==> src/rtl/pulse_meter_if.sv <==
// rtl/pulse_meter_if.sv - result/acknowledge bundle between pulse_meter and its consumer
interface pulse_meter_if #(
    parameter int W = 8
);
    logic         get;
    logic         ready;
    logic [W-1:0] width;
    logic [W-1:0] period;
    logic         over;
    logic         miss;

    modport master (
        output ready, width, period, over, miss,
        input  get
    );

    modport slave (
        input  ready, width, period, over, miss,
        output get
    );
endinterface

==> src/rtl/pulse_meter.sv <==
// rtl/pulse_meter.sv - high-width and rise-to-rise period capture of a 1-bit input
// Optional PULSE_METER_SYNC_EN: 2-flop synchronizer in front of edge detect.
module pulse_meter #(
    parameter int W = 8
) (
    input  logic            clock,
    input  logic            reset,
    input  logic            sense,
    pulse_meter_if.master   bus
);
    localparam logic [W-1:0] CNT_MAX = '1;
    localparam logic [W-1:0] CNT_ONE = W'(1);

    typedef enum logic [1:0] {IDLE, HIGH, LOW} state_t;

    state_t       state_q;
    logic         s_prev_q;
    logic [W-1:0] cnt_q;
    logic [W-1:0] cnt_d;
    logic [W-1:0] w_tmp_q;
    logic         w_sat_q;
    logic [W-1:0] width_q;
    logic [W-1:0] period_q;
    logic         ready_q;
    logic         over_q;
    logic         miss_q;

    logic s;
    logic rise;
    logic fall;
    logic sat;

`ifdef PULSE_METER_SYNC_EN
    logic sync1_q;
    logic sync2_q;

    always_ff @(posedge clock) begin
        if (!reset) begin
            sync1_q <= 1'b0;
            sync2_q <= 1'b0;
        end else begin
            sync1_q <= sense;
            sync2_q <= sync1_q;
        end
    end

    assign s = sync2_q;
`else
    assign s = sense;
`endif

    // s_prev resets low, so an input already high out of reset counts as a rise.
    assign rise = s & ~s_prev_q;
    assign fall = ~s & s_prev_q;
    assign sat  = (cnt_q == CNT_MAX);

    always_comb begin
        cnt_d = cnt_q;
        if (rise) begin
            cnt_d = CNT_ONE;
        end else if (!sat) begin
            cnt_d = cnt_q + CNT_ONE;
        end
    end

    always_ff @(posedge clock) begin
        if (!reset) begin
            state_q  <= IDLE;
            s_prev_q <= 1'b0;
            cnt_q    <= '0;
            w_tmp_q  <= '0;
            w_sat_q  <= 1'b0;
            width_q  <= '0;
            period_q <= '0;
            ready_q  <= 1'b0;
            over_q   <= 1'b0;
            miss_q   <= 1'b0;
        end else begin
            s_prev_q <= s;
            cnt_q    <= cnt_d;
            if (bus.get) begin
                ready_q <= 1'b0;
            end
            case (state_q)
                IDLE: begin
                    if (rise) begin
                        state_q <= HIGH;
                    end
                end
                HIGH: begin
                    if (fall) begin
                        w_tmp_q <= cnt_q;
                        w_sat_q <= sat;
                        state_q <= LOW;
                    end
                end
                LOW: begin
                    // A completed period overrides a same-cycle acknowledge of the old result.
                    if (rise) begin
                        width_q  <= w_tmp_q;
                        period_q <= cnt_q;
                        over_q   <= w_sat_q | sat;
                        ready_q  <= 1'b1;
                        miss_q   <= miss_q | (ready_q & ~bus.get);
                        state_q  <= HIGH;
                    end
                end
                default: state_q <= IDLE;
            endcase
        end
    end

    assign bus.ready  = ready_q;
    assign bus.width  = width_q;
    assign bus.period = period_q;
    assign bus.over   = over_q;
    assign bus.miss   = miss_q;
endmodule

==> src/flat_wrapper.sv <==
// flat-port wrapper written by rule: the top's interface ports become plain ports
module pulse_meter_flat 
#(
    parameter int W = 8
)
  (clock, reset, sense, bus_ready, bus_width, bus_period, bus_over, bus_miss, bus_get);
  pulse_meter_if #(.W(W)) bus_i ();
  input  logic clock;
  input  logic reset;
  input  logic sense;
  output wire logic [$bits(bus_i.ready)-1:0] bus_ready;
  output wire logic [$bits(bus_i.width)-1:0] bus_width;
  output wire logic [$bits(bus_i.period)-1:0] bus_period;
  output wire logic [$bits(bus_i.over)-1:0] bus_over;
  output wire logic [$bits(bus_i.miss)-1:0] bus_miss;
  input wire logic [$bits(bus_i.get)-1:0] bus_get;
  assign bus_ready = bus_i.ready;
  assign bus_width = bus_i.width;
  assign bus_period = bus_i.period;
  assign bus_over = bus_i.over;
  assign bus_miss = bus_i.miss;
  assign bus_i.get = bus_get;
  pulse_meter #(.W(W)) u_core (.clock(clock), .reset(reset), .sense(sense), .bus(bus_i));
endmodule
==> config.mk <==
export PLATFORM = sky130hd
export DESIGN_NAME = pulse_meter_flat
export DESIGN_NICKNAME = d
export VERILOG_FILES = /design/src/rtl/pulse_meter_if.sv /design/src/rtl/pulse_meter.sv /design/src/flat_wrapper.sv
export SDC_FILE = /design/constraint.sdc
export NUM_CORES = 1
export LEC_CHECK = 0
export ABC_AREA = 1
export CORE_MARGIN = 2
export CORE_UTILIZATION = 40
export DETAILED_ROUTE_END_ITERATION = 12
export HOLD_SLACK_MARGIN = 0.1
export PLACE_DENSITY = 0.75
export SLEW_MARGIN = 20
export SYNTH_ARGS = -nofsm -noshare
export SYNTH_HDL_FRONTEND = slang
export SYNTH_SLANG_ARGS = --single-unit
==> constraint.sdc <==
create_clock -name clock -period 1.2 [get_ports clock]
set_input_delay 0.24 -clock clock [delete_from_list [all_inputs] [get_ports clock]]
set_output_delay 0.24 -clock clock [all_outputs]
set_load 0.005 [all_outputs]
==> flow_metrics.env, run 1 <==
export IMPL_outcome="completed"
export IMPL_postRouteAntennaNets=0
export IMPL_drc=0
export IMPL_synth_simple_area_share_pct=22.3
export IMPL_antenna_found_initial=0
export IMPL_period_share_pct=92.8
export IMPL_io_pin_count=23
export IMPL_via_per_inst=4.66
export IMPL_grt_max_degree=17
export IMPL_ys_warn_count=0
export IMPL_critPathMaxFanout=8
export IMPL_die_height_microns=67.5
export IMPL_critPathLaunchType="flop"
export IMPL_rows=23
export IMPL_crit_type="flop to flop"
export IMPL_fillers=364
export IMPL_clk_pin_slew_ns=0.08
export IMPL_rsz0062_at_grt="true"
export IMPL_layout_common_cells="nor2_1, dfxtp_1, nand2_1, dlygate4sd2_1, a21oi_1"
export IMPL_fp_dieW_microns=67.5
export IMPL_clock_sinks=39
export IMPL_p_comb_share_pct=6.1
export IMPL_gp_congestion=0.749
export IMPL_fin_nets=235
export IMPL_clockPowerShare_pct=36.8
export IMPL_drt_wl_total_mm=3.09
export IMPL_drtIter0Drc=75
export IMPL_synth_area_leaders="dfxtp_1, nor2_1, a21oi_1, nand2_1, o21ai_1"
export IMPL_max_cap_viol_count=0
export IMPL_final_setup_tns_ns=0
export IMPL_fin_util_pct=52.0
export IMPL_syn_nets=200
export IMPL_grt_pass1_wl_mm=5.10
export IMPL_final_min_clock_period_ns=1.11
export IMPL_synth_largest_area_cell="dfxtp_1"
export IMPL_worstMarginPinSlew_ns=0.234
export IMPL_die_area_sq_um=4550
export IMPL_grt_pass1_vias=1207
export IMPL_synth_top_area_share_pct=48.4
export IMPL_multi_input_area_sq_um=684
export IMPL_synth_edff_count=0
export IMPL_mostFrequentLayoutCell="nor2_1"
export IMPL_cp_data_required_time_ns=1.45
export IMPL_max_freq_mhz=898
export IMPL_first_pass_iters=4
export IMPL_hold_slack_ns=0.287
export IMPL_globalRouteOverflowTotal=0
export IMPL_ctsLongestPathBuffers=2
export IMPL_syn_mean_instance_area_sq_um=8.26
export IMPL_clk_latency_ns=0.29
export IMPL_seq_area_sq_um=798
export IMPL_synth_mux_area_share_pct=0
export IMPL_syn_to_final_growth_pct=27.3
export IMPL_placed_area_sq_um=1950
export IMPL_yosys_area_share_xor_xnor_pct=0.543
export IMPL_slew_headroom_pct=84.4
export IMPL_pwr_share_seq_pct=57.1
export IMPL_p_sw_uw=551
export IMPL_dpl_hpwl_mm=2.22
export IMPL_dp_slack_ns=-0.289
export IMPL_cts_root_buf="clkbuf_8"
export IMPL_layout_setup_ws_ns=0.0858
export IMPL_synth_compound_area_share_pct=18.7
export IMPL_initial_core_util_pct=40.9
export IMPL_cts_tree="yes"
export IMPL_switching_share_pct=23.6
export IMPL_power_density_nw_per_um2=1140
export IMPL_synth_cells=195
export IMPL_postCtsHoldBufs=0
export IMPL_cp_arrival_ns=1.36
export IMPL_min_path_type="input port to flop"
export IMPL_ys_ff_latch=39
export IMPL_synth_seq_area_share_pct=48.4
export IMPL_peakVddDrop_mv=0.479
export IMPL_wl_per_cell_microns=11.0
export IMPL_leakage_nw=0.961
export IMPL_io_buffers=22
export IMPL_skew_ns=0.00969
export IMPL_setup_viol=0
export IMPL_finish_instance_area_sq_um=2050
export IMPL_cp_end_kind="flop"
export IMPL_num_vias=1309
export IMPL_maxSlewViolCount=0
export IMPL_synth_distinct_cells=25
export IMPL_htreeDepth=2
export IMPL_ys_flop_type="dfxtp_1"
export IMPL_drive_gt1_share_pct=27.3
export IMPL_antenna_cells=0
export IMPL_gr_usage_all_layers_pct=15.8
export IMPL_synth_top_family_by_area="simple AND/OR/NAND/NOR gates"
export IMPL_synth_adder_area_share_pct=0.776
export IMPL_async_flop_share_pct=0
export IMPL_cts_inserted_buffers=5
export IMPL_core_area_sq_um=3940
export IMPL_p_int_mw=1.79
export IMPL_hold_viol=0
export IMPL_mappedNetlistArea_sq_um=1610
[cell usage after synthesis (all sizes together), types with 2 or more instances]
master,n
buf,8
a31oi,2
nand2,26
inv,21
nor2,39
a21oi,21
o21ai,27
nand3,7
dfxtp,39
[cell families after synthesis]
kind of cell,after synthesis
AO/OA/AOI/OAI,52
XOR/XNOR,1
adder cells (fa/ha/maj),1
buffers and inverters,29
flip-flops,39
AND/OR/NAND/NOR,73
[power groups by stage]
stage	Sequential, mW	Clock [mW]	Combinational (mW)
global route	1.34	0.946	0.160
global placement	1.36	0	0.142
finish	1.33	0.861	0.142
CTS	1.33	0.897	0.143
detailed placement	1.36	0	0.145
floorplan	1.36	0	0.0899
[final timing paths]
kind	to	slack (ns)	from	cells after the start
max	u_core.cnt_q[7]	0.09	u_core.cnt_q[1]	7
min	u_core.s_prev_q	0.29	sense	3
max reg2reg	u_core.cnt_q[7]	0.09	u_core.cnt_q[1]	7
min reg2reg	u_core.bus.miss	0.48	u_core.bus.miss	1
[stage by stage]
step | power (mW) | std cells
2_1_floorplan | 1.45 | 195
3_3_place_gp | 1.51 | 271
3_5_place_dp | 1.51 | 271
4_1_cts | 2.37 | 281
5_1_grt | 2.44 | 281
6_report | 2.34 | 281
[timing repair]
item / 4_1_cts / 5_1_grt
setup buffers: 2 / 0
hold endpoints to repair: 0 / 0
endpoints found under the setup margin: 19 / 22
gates resized for setup: 29 / 5
pin swaps: 0 / 1
[state kept, by name, summed over array words and instances, names as in the netlist]
| name | cells |
|---|---|
| u_core.bus.period | 8 |
| u_core.w_sat_q | 1 |
| u_core.state_q | 2 |
| u_core.s_prev_q | 1 |
| u_core.bus.ready | 1 |
| u_core.bus.over | 1 |
| u_core.cnt_q | 8 |
| u_core.bus.miss | 1 |
| u_core.bus.width | 8 |
| u_core.w_tmp_q | 8 |
[final cells by class]
| cell class | instances | share of cell area [%] |
|---|---|---|
| Inverter | 21 | 3.84 |
| Sequential cell | 39 | 38.9 |
| Clock inverter | 2 | 0.610 |
| Timing Repair Buffer | 36 | 16.7 |
| Tap cell | 50 | 3.05 |
| Clock buffer | 6 | 3.54 |
| Multi-Input combinational cell | 127 | 33.4 |
[routing by layer]
metal	GRT usage, %	wire (microns)
met1	18.2	1500
met2	24.4	1330
met3	6.00	168
met4	9.95	83
met5	0	0
[worst max-delay path: stages, from the launching register on]
cell and delay (ns):
dfxtp_4 0.37, ha_2 0.19, inv_2 0.05, nor2_4 0.15
nand2_4 0.11, nand3_1 0.09, nand2_1 0.05, inv_1 0.05
Power figures use the tool's default switching activity.
==> run 2: changes to the inputs <==
Settings changed: ABC_AREA 1 to 0.
==> flow_metrics.env, run 2 <==
export IMPL_leakage_nw=0.829
export IMPL_synth_edff_count=0
export IMPL_synth_largest_area_cell="dfxtp_1"
export IMPL_synth_area_leaders="dfxtp_1, nand2_1, a21boi_0, a21boi_2, buf_6"
export IMPL_hold_viol=0
export IMPL_drt_wl_total_mm=3.33
export IMPL_io_buffers=22
export IMPL_dp_cells=256
export IMPL_mostFrequentLayoutCell="nand2_1"
export IMPL_power_density_nw_per_um2=1220
export IMPL_mappedNetlistArea_sq_um=1660
export IMPL_final_min_clock_period_ns=1.14
export IMPL_cpMaxStageDelayCell="dfxtp_2"
export IMPL_p_total_mw=2.56
export IMPL_maxSlewViolCount=0
export IMPL_fillers=387
export IMPL_grt_pass1_vias=1298
export IMPL_postRouteAntennaNets=0
export IMPL_cts_root_buf="clkbuf_8"
export IMPL_drc=0
export IMPL_placed_area_sq_um=1990
export IMPL_antenna_found_initial=0
export IMPL_synth_top_area_share_pct=47.1
export IMPL_synth_cells=181
export IMPL_rows=23
export IMPL_clock_sinks=39
export IMPL_finish_instance_area_sq_um=2100
export IMPL_holdPathStages=2
export IMPL_core_area_sq_um=4000
export IMPL_rsz0062_at_grt="false"
export IMPL_layout_common_cells="nand2_1, dfxtp_1, dlygate4sd2_1, a21boi_0, buf_4"
export IMPL_globalRouteOverflowTotal=0
export IMPL_clk_latency_ns=0.29
export IMPL_path_cells="ha_4, and4_4, nand4b_1, and3_1"
export IMPL_min_path_type="input port to flop"
export IMPL_clk_pin_slew_ns=0.07
export IMPL_syn_nets=186
export IMPL_yosysMostFrequentCell="nand2_1"
export IMPL_initial_core_util_pct=41.4
export IMPL_critPathMaxStageDelay_ns=0.36
export IMPL_skew_ns=0.00272
export IMPL_ys_flop_type="dfxtp_1"
export IMPL_cp_end_kind="flop"
export IMPL_die_height_microns=68.4
export IMPL_cp_data_required_time_ns=1.38
export IMPL_via_per_inst=5.13
export IMPL_gr_usage_all_layers_pct=16.6
export IMPL_die_area_sq_um=4680
export IMPL_synth_seq_area_share_pct=47.1
export IMPL_grt_pass1_wl_mm=5.73
export IMPL_cts_tree="yes"
export IMPL_critPathMaxFanout=6
export IMPL_slew_headroom_pct=85.9
export IMPL_syn_to_final_growth_pct=26.9
export IMPL_dpl_hpwl_mm=2.24
export IMPL_async_flop_share_pct=0
export IMPL_peakVddDrop_mv=0.485
export IMPL_ctsLongestPathBuffers=2
export IMPL_synth_common_cells="nand2_1, dfxtp_1, a21boi_0, a21oi_1, a21boi_2"
export IMPL_setup_viol=0
export IMPL_period_share_pct=94.8
export IMPL_ys_warn_count=0
export IMPL_reg2reg_slack_ns=0.06
export IMPL_io_pin_count=23
export IMPL_num_vias=1355
export IMPL_cts_inserted_buffers=5
export IMPL_antenna_cells=0
export IMPL_wl_per_cell_microns=12.6
export IMPL_max_cap_viol_count=0
export IMPL_hold_path_startpoint="sense"
export IMPL_ys_ff_latch=39
export IMPL_gp_congestion=0.767
export IMPL_drtIter0Drc=74
export IMPL_r2r_cells=4
export IMPL_worstReg2RegStart="u_core.cnt_q[1]"
export IMPL_max_freq_mhz=879
export IMPL_grt_max_degree=28
export IMPL_drive_gt1_share_pct=23.4
export IMPL_reg2reg_to="u_core.cnt_q[0]"
export IMPL_fp_dieW_microns=68.4
export IMPL_cp_arrival_ns=1.32
export IMPL_synth_distinct_cells=34
export IMPL_worstMarginPinSlew_ns=0.211
export IMPL_fin_cells=264
export IMPL_hold_slack_ns=0.440
export IMPL_outcome="completed"
export IMPL_cts_setup_buffers=0
export IMPL_critPathLaunchType="flop"
export IMPL_min_to="u_core.s_prev_q"
export IMPL_htreeDepth=2
export IMPL_first_pass_iters=4
export IMPL_crit_type="flop to flop"
export IMPL_syn_mean_instance_area_sq_um=9.16
export IMPL_fin_nets=218
==> run 2: cell count changes after synthesis, sizes merged, moves of 4 or more <==
cell / previous run / this run
nor3: 0 / 4
inv: 21 / 0
nor2: 39 / 3
nand3: 7 / 3
and3: 0 / 4
a21oi: 21 / 7
a21boi: 0 / 26
o21ai: 27 / 2
nand2: 26 / 53
==> run 2: how the worst max path moves through the flow <==
stage / endpoint / slack (ns) / from
6_report: u_core.cnt_q[0] / 0.06 / u_core.cnt_q[1]
5_1_grt: u_core.cnt_q[5] / 0.00004 / u_core.cnt_q[1]
4_1_cts: u_core.bus.width[6] / 0.006 / u_core.s_prev_q
3_5_place_dp: u_core.bus.width[6] / -0.37 / sense
3_3_place_gp: u_core.cnt_q[6] / -0.33 / sense
2_1_floorplan: u_core.cnt_q[0] / 0.02 / u_core.cnt_q[1]
==> run 2: critical path, delay by kind of cell (launching register included) <==
kind,cells,cell delay (ns)
adder cells (fa/ha/maj),1,0.13
AND/OR/NAND/NOR,3,0.54
flip-flops,1,0.36
==> run 2: metrics by stage <==
stage	setup TNS, ns	utilization, %	worst slack (ns)
2_1_floorplan	0	-	0.0246
3_3_place_gp	-10.29	49.7	-0.325
3_5_place_dp	-11.50	49.7	-0.366
4_1_cts	0	52.3	0.00583
5_1_grt	0	52.6	0.0000423
6_report	0	52.6	0.0624
==> run 2: repair_timing <==
item | 4_1_cts | 5_1_grt
pin swaps | 1 | 4
endpoints found under the setup margin | 44 | 13
hold buffers | 0 | 0
gates resized for setup | 30 | 9
==> run 2: area by class of cell <==
cell class | instances | area [sq um] | area share [%]
clock buffers | 6 | 82.6 | 3.92
clock inverters | 2 | 35.0 | 1.66
multi-input cells | 129 | 787 | 37.4
flip-flops and latches | 39 | 797 | 37.9
repair buffers | 38 | 340 | 16.2
well taps | 50 | 62.6 | 2.97
==> run 2: metal layers <==
layer | part of all wire (%) | GRT usage [%] | wire (microns)
met1 | 48 | 20.2 | 1590
met2 | 46 | 26.9 | 1540
met3 | 4.4 | 4.93 | 148
met4 | 1.7 | 7.50 | 57
met5 | 0 | 0 | 0
==> run 2: logic make-up after synthesis <==
logic type	Yosys count	share of synthesized area, %
AO/OA/AOI/OAI	43	19.8
adder cells (fa/ha/maj)	1	0.755
buffers and inverters	13	6.87
flip-flops	39	47.1
AND/OR/NAND/NOR	85	25.5
==> run 2: report_power, final <==
group          switching (mW)  internal (mW)
Sequential             0.0145           1.31
Combinational          0.0529         0.0632
Clock                   0.448          0.673
Total                   0.516           2.04
